File: config.mk
export PLATFORM = sky130hd
export DESIGN_NAME = sub_bytes_iter
export DESIGN_NICKNAME = d
export VERILOG_FILES = /design/src/rtl/aes_pkg.sv /design/src/rtl/sbox.sv /design/src/rtl/sub_bytes_iter.sv
export SDC_FILE = /design/constraint.sdc
export NUM_CORES = 1
export LEC_CHECK = 0
export CORE_UTILIZATION = 35
export DETAILED_ROUTE_END_ITERATION = 10
export PLACE_DENSITY = 0.61
export RECOVER_POWER = 100
export SLEW_MARGIN = 0
export SYNTH_ARGS = -nofsm -noshare
export SYNTH_HDL_FRONTEND = slang
export SYNTH_SLANG_ARGS = --single-unit
File: constraint.sdc
create_clock -name clk -period 3.8 [get_ports clk]
set_clock_uncertainty 0.15 [all_clocks]
set_input_delay 0.76 -clock clk [delete_from_list [all_inputs] [get_ports clk]]
set_output_delay 0.76 -clock clk [all_outputs]
set_load 0.02 [all_outputs]
File: src/rtl/aes_pkg.sv
// Shared AES datapath constants, SubBytes FSM state encoding and byte-slice helper.
// Byte 0 of a block sits in the most significant byte, matching FIPS-197 column order.
package aes_pkg;

    localparam int AES_BLOCK_W = 128;
    localparam int AES_BYTE_W  = 8;
    localparam int AES_NBYTES  = AES_BLOCK_W / AES_BYTE_W;

    typedef enum logic [1:0] {
        SB_IDLE,
        SB_BUSY,
        SB_DONE
    } sb_state_e;

    // Most significant bit position of byte idx within a block.
    function automatic int byte_msb(input int idx);
        return AES_BLOCK_W - 1 - AES_BYTE_W * idx;
    endfunction

endpackage

File: src/rtl/sbox.sv
// FIPS-197 forward S-box: purely combinational 256-entry byte lookup.
module sbox
    import aes_pkg::*;
(
    input  logic [AES_BYTE_W-1:0] in_i,
    output logic [AES_BYTE_W-1:0] out_o
);

    localparam logic [0:255][AES_BYTE_W-1:0] SBOX_TABLE = {
        128'h637c777bf26b6fc53001672bfed7ab76,
        128'hca82c97dfa5947f0add4a2af9ca472c0,
        128'hb7fd9326363ff7cc34a5e5f171d83115,
        128'h04c723c31896059a071280e2eb27b275,
        128'h09832c1a1b6e5aa0523bd6b329e32f84,
        128'h53d100ed20fcb15b6acbbe394a4c58cf,
        128'hd0efaafb434d338545f9027f503c9fa8,
        128'h51a3408f929d38f5bcb6da2110fff3d2,
        128'hcd0c13ec5f974417c4a77e3d645d1973,
        128'h60814fdc222a908846eeb814de5e0bdb,
        128'he0323a0a4906245cc2d3ac629195e479,
        128'he7c8376d8dd54ea96c56f4ea657aae08,
        128'hba78252e1ca6b4c6e8dd741f4bbd8b8a,
        128'h703eb5664803f60e613557b986c11d9e,
        128'he1f8981169d98e949b1e87e9ce5528df,
        128'h8ca1890dbfe6426841992d0fb054bb16
    };

    assign out_o = SBOX_TABLE[in_i];

endmodule

File: src/rtl/sub_bytes_iter.sv
// Iterative SubBytes: substitutes NSBOX bytes per cycle from the top of a rotating
// state register, so after 16/NSBOX cycles every byte is substituted and back in place.
module sub_bytes_iter
    import aes_pkg::*;
#(
    parameter int NSBOX = 1
) (
    input  logic                   clk,
    input  logic                   rst_n,
    input  logic                   clear,
    input  logic                   in_valid,
    output logic                   in_ready,
    input  logic [AES_BLOCK_W-1:0] state_in,
    output logic                   out_valid,
    input  logic                   out_ready,
    output logic [AES_BLOCK_W-1:0] state_out,
    output logic                   busy
);

    localparam int ITER    = AES_NBYTES / NSBOX;
    localparam int SLICE_W = AES_BYTE_W * NSBOX;
    localparam int CNT_W   = (ITER > 1) ? $clog2(ITER) : 1;

    if (NSBOX != 1 && NSBOX != 2 && NSBOX != 4 && NSBOX != 8 && NSBOX != 16) begin : g_bad_nsbox
        $error("sub_bytes_iter: NSBOX must be 1, 2, 4, 8 or 16");
    end

    sb_state_e              fsm_q;
    logic [CNT_W-1:0]       cnt_q;
    logic [AES_BLOCK_W-1:0] state_q;
    logic [AES_BLOCK_W-1:0] state_d;
    logic [SLICE_W-1:0]     sub_w;
    logic                   in_ready_q;
    logic                   out_valid_q;
    logic                   busy_q;

    for (genvar i = 0; i < NSBOX; i++) begin : g_sbox
        sbox u_sbox (
            .in_i  (state_q[byte_msb(i) -: AES_BYTE_W]),
            .out_o (sub_w[SLICE_W-1-AES_BYTE_W*i -: AES_BYTE_W])
        );
    end

    // Substituted top slice wraps around to the bottom of the register.
    if (NSBOX == AES_NBYTES) begin : g_rot_full
        assign state_d = sub_w;
    end else begin : g_rot_part
        assign state_d = {state_q[AES_BLOCK_W-SLICE_W-1:0], sub_w};
    end

    always_ff @(posedge clk or negedge rst_n) begin
        if (!rst_n) begin
            fsm_q       <= SB_IDLE;
            cnt_q       <= '0;
            state_q     <= '0;
            in_ready_q  <= 1'b1;
            out_valid_q <= 1'b0;
            busy_q      <= 1'b0;
        end else if (clear) begin
            fsm_q       <= SB_IDLE;
            cnt_q       <= '0;
            in_ready_q  <= 1'b1;
            out_valid_q <= 1'b0;
            busy_q      <= 1'b0;
        end else begin
            case (fsm_q)
                SB_IDLE: begin
                    if (in_valid) begin
                        state_q    <= state_in;
                        cnt_q      <= '0;
                        fsm_q      <= SB_BUSY;
                        in_ready_q <= 1'b0;
                        busy_q     <= 1'b1;
                    end
                end
                SB_BUSY: begin
                    state_q <= state_d;
                    cnt_q   <= cnt_q + 1'b1;
                    if (cnt_q == CNT_W'(ITER - 1)) begin
                        fsm_q       <= SB_DONE;
                        busy_q      <= 1'b0;
                        out_valid_q <= 1'b1;
                    end
                end
                SB_DONE: begin
                    if (out_ready) begin
                        fsm_q       <= SB_IDLE;
                        out_valid_q <= 1'b0;
                        in_ready_q  <= 1'b1;
                    end
                end
                default: begin
                    fsm_q       <= SB_IDLE;
                    in_ready_q  <= 1'b1;
                    out_valid_q <= 1'b0;
                    busy_q      <= 1'b0;
                end
            endcase
        end
    end

    assign in_ready  = in_ready_q;
    assign out_valid = out_valid_q;
    assign busy      = busy_q;
    assign state_out = state_q;

endmodule

==> impl_metrics.csv <==
group,metric,value,unit
run_status,status,"complete, but fails checks",
run_status,failed_checks,"max-capacitance violations, max-slew violations",
floorplan,initial_core_utilization,0.359,
synth,synthesis.nets,1427,
worst_setup_path,worst-setup-path-type,"reg -> reg",
clocking,cts_root_buf,"sky130_fd_sc_hd__clkbuf_16",
floorplan,die_area,27600,um^2
placed_design,gp_routability_congestion,1.06,
grt,maximum_number_of_pins_on_one_net_before_global_route_repair,92,
floorplan,die_w,166,um
power_and_ir_drop,part_of_the_total_power_dissipated_in_sequential_elements,0.253,
power_and_ir_drop,power_share_of_the_clock_group,0.184,
synth,yosys.cell_count.top_type,"sky130_fd_sc_hd__nand2_1",
run,max-cap-violations,2,
sta,setup_ws,0.443,ns
synth,synth_edf_count,0,
synth,syn_area,9440,um^2
sta,timing.final.crit_period,3.36,ns
drt,vias,11200,
drt,post_drt_wl_per_cell,24.1,um
worst_setup_path,timing.critical_path.arrival,3.51,ns
power_and_ir_drop,net-switching-power,4880,uW
synth,postSynth.topFlopCell,"sky130_fd_sc_hd__dfrtp_1",
clocking,ctsResizeCount,0,
placed_design,buffer_ports.inserted,263,
final_layout,layoutNonFillerInstCount,1828,
sta,setup_viol_count_final,0,
placed_design,placement.setup.worst_slack,0.717,ns
drt,detail-route-antenna-nets,0,
synth,post-synth-top-area-cell,"sky130_fd_sc_hd__dfrtp_1",
power_and_ir_drop,design_power_total,9790,uW
drt,detail_route.drc_violations,0,
floorplan,chipHeight,166,um
sta,max_clock_freq,298,MHz
sta,sum_of_negative_setup_slack,0,ns
drt,drt_pass1_iterations,6,
sta,worst-slew-pin-transition,1.95,ns
drt,drt_iter0_markers,1494,
grt,grt_pass1_vias,10500,
clocking,clock_path_buffers,2,
worst_setup_path,timing.critical_path.max_delay_family,"flip-flops",
placed_design,post-dp-hpwl,30900,um
synth,portion_of_the_post_synthesis_area_used_by_sequential_elements,0.363,
synth,synth.area.top_cells,"sky130_fd_sc_hd__dfrtp_1, sky130_fd_sc_hd__nand2_1, sky130_fd_sc_hd__a31oi_1",
power_and_ir_drop,cellInternalPower,4900,uW
clocking,clk_latency,0.44,ns
synth,netlist_instances,1278,
floorplan,core-area,26300,um^2
grt,globalRoute.totalOverflow,0,
worst_setup_path,slowest_delay,1.20,ns
sta,maxSlewHeadroom,-0.300,
synth,synth.yosys.warnings,0,
synth,synth.top_cells.by_count,"sky130_fd_sc_hd__nand2_1, sky130_fd_sc_hd__nor2_1, sky130_fd_sc_hd__dfrtp_1",
hold_path,min_path_type,"reg -> reg",
worst_setup_path,critical_path_peak_fanout,50,
grt,global_route.usage.total,0.312,
sta,post-route-period-util,0.883,
clocking,post_cts_clock_slew_at_the_launch_and_capture_registers_of_the_worst_setup_and_hold_paths,0.08,ns
floorplan,floorplan.rows,59,
clocking,tritoncts,"done",
final_layout,filler_cell_count,2612,
synth,postSynthAreaPerCell,7.39,um^2
drt,detail_route.vias_per_cell,6.10,
power_and_ir_drop,share_comb_of_total_power,0.563,
placed_design,placed_instance_count,1795,
sta,rsz0062_at_grt,"no",
power_and_ir_drop,power_density,753,nW/um^2
grt,grt_pass1_wl,66000,um
grt,antenna_found_initial,1,
clocking,tritoncts_num_sinks,137,
synth,synth_compound_gate_area_share,0.256,
final_layout,synthToLayoutAreaGrowth,37.6,%
power_and_ir_drop,maximum_vdd_ir_drop,0.308,mV
sta,finalMaxSlewViolations,109,
drt,finalWirelength,44000,um
synth,synthSimpleGateAreaFrac,0.280,
synth,synth_adder_area_share,0.0212,
synth,yosys_register_bits,137,
synth,synth_mux_area_frac,0.0174,
synth,synth_top_cell_area_share,0.361,
synth,main_combinational_cell_family_by_area_after_synthesis,"simple AND/OR/NAND/NOR gates",
worst_setup_path,critical_path.slowest_cell,"sky130_fd_sc_hd__dfrtp_1",
power_and_ir_drop,leakage,0.00514,uW
power_and_ir_drop,switching_share_of_power,0.499,
synth,ys_async_sr_fraction,1.00,
sta,final-hold-violation-count,0,
worst_setup_path,critical_path.n_buffers_inverters,2,
clocking,numCtsBuffers,17,
synth,synthXorXnorAreaFrac,0.00186,
final_layout,nNetsFinal,1628,
worst_setup_path,startpoint_type,"flip-flop",
clocking,total_of_hold_buffers_inserted_after_clock_tree_synthesis,0,
floorplan,top_level_pins,264,
final_layout,post_route_cells_drive_above_1_share,0.0670,
worst_setup_path,cp.required,3.95,ns
clocking,htree_levels,4,
clocking,post_cts.repair.setup_buffers,0,
worst_setup_path,timing.critical_path.cells,"inv_1 > clkbuf_4 > mux2_2 > a21oi_1 > o21ai_0 > o211ai_1 > a311oi_1",
synth,synthDistinctLibCells,69,
worst_setup_path,worst_setup_path_end_kind,"flip-flop",
[logic make-up after synthesis]
group                      after synthesis
buffers and inverters                  135
AOI/OAI and AO/OA                      364
DFF                                    137
muxes                                   10
xor gates and xnor gates                 2
adders and majority gates               16
and+or+nand+nor                        614
[state kept, by name, indices dropped and copies added, names as in the netlist]
register	cells
out_valid	1
in_ready	1
cnt_q	4
fsm_q	2
state_out	128
busy	1
[stage by stage]
stage | util | hold WS [ns] | area (um^2)
floorplan | - | 0.314 | 9440
detailed placement | 0.473 | 0.377 | 12400
global route | 0.494 | 0.409 | 13000
CTS | 0.497 | 0.228 | 13100
finish | 0.494 | 0.384 | 13000
global placement | 0.473 | 0.380 | 12400
[path summary, 6_finish.rpt]
path | startpoint | to | slack [ns] | cells past startpoint
worst max-delay path | state_out[123] | state_out[6] | 0.44 | 7
worst min-delay path | state_out[4] | state_out[4] | 0.38 | 2
worst max register to register | state_out[123] | state_out[6] | 0.44 | 7
worst min register to register | state_out[4] | state_out[4] | 0.38 | 2
max in group asynchronous | rst_n | state_out[62] | 0.78 | 2
min in group asynchronous | rst_n | state_out[17] | 0.69 | 1
[final cells by class]
class | instances | area, um^2 | share of cell area
Antenna cell | 1 | 2.50 | 0.000193
Tap cell | 335 | 419 | 0.0323
Clock inverter | 15 | 198 | 0.0152
Timing Repair Buffer | 308 | 3030 | 0.233
Multi-Input combinational cell | 1006 | 5460 | 0.420
Sequential cell | 137 | 3430 | 0.264
Clock buffer | 17 | 425 | 0.0327
Inverter | 9 | 33.8 | 0.00260
[worst reg2reg max path, cell delays in order (launching register included)]
cell                       delay [ns]
sky130_fd_sc_hd__dfrtp_1         1.20
sky130_fd_sc_hd__inv_1           0.09
sky130_fd_sc_hd__clkbuf_4        0.46
sky130_fd_sc_hd__mux2_2          0.41
sky130_fd_sc_hd__a21oi_1         0.38
sky130_fd_sc_hd__o21ai_0         0.17
sky130_fd_sc_hd__o211ai_1        0.24
sky130_fd_sc_hd__a311oi_1        0.13
[routing by layer]
metal	up-vias	track usage	wire length [um]
li1	4955	-	-
met1	5369	0.415	18100
met2	683	0.488	20000
met3	147	0.0591	3820
met4	0	0.149	2060
met5	-	0	0
[layout by cell type (no fill, tap or decap), types with 7 or more instances in the layout]
| cell type | instances |
|---|---|
| sky130_fd_sc_hd__o311ai_0 | 9 |
| sky130_fd_sc_hd__o31ai_1 | 7 |
| sky130_fd_sc_hd__o21a_1 | 8 |
| sky130_fd_sc_hd__nor2b_1 | 20 |
| sky130_fd_sc_hd__ha_1 | 16 |
| sky130_fd_sc_hd__a21oi_1 | 47 |
| sky130_fd_sc_hd__clkdlybuf4s50_1 | 133 |
| sky130_fd_sc_hd__dlygate4sd3_1 | 129 |
| sky130_fd_sc_hd__nor2_1 | 170 |
| sky130_fd_sc_hd__and3_1 | 12 |
| sky130_fd_sc_hd__a31oi_1 | 130 |
| sky130_fd_sc_hd__clkbuf_16 | 17 |
| sky130_fd_sc_hd__inv_1 | 7 |
| sky130_fd_sc_hd__nand2b_1 | 22 |
| sky130_fd_sc_hd__buf_4 | 33 |
| sky130_fd_sc_hd__a211oi_1 | 16 |
| sky130_fd_sc_hd__nand2_1 | 291 |
| sky130_fd_sc_hd__o21ai_0 | 54 |
| sky130_fd_sc_hd__nand4_1 | 9 |
| sky130_fd_sc_hd__dfrtp_1 | 135 |
| sky130_fd_sc_hd__a311oi_1 | 10 |
| sky130_fd_sc_hd__nand3_1 | 33 |
| sky130_fd_sc_hd__nor3_1 | 26 |
| sky130_fd_sc_hd__o211ai_1 | 19 |
[power by group through the flow]
stage          Combinational [uW]  Clock [uW]  Sequential [uW]
2_1_floorplan                2690           0             2830
3_3_place_gp                 5630           0             2500
3_5_place_dp                 5530           0             2500
4_1_cts                      5540        1820             2490
5_1_grt                      5810        1890             2540
6_report                     5510        1800             2470
Power figures use the tool's default switching activity.
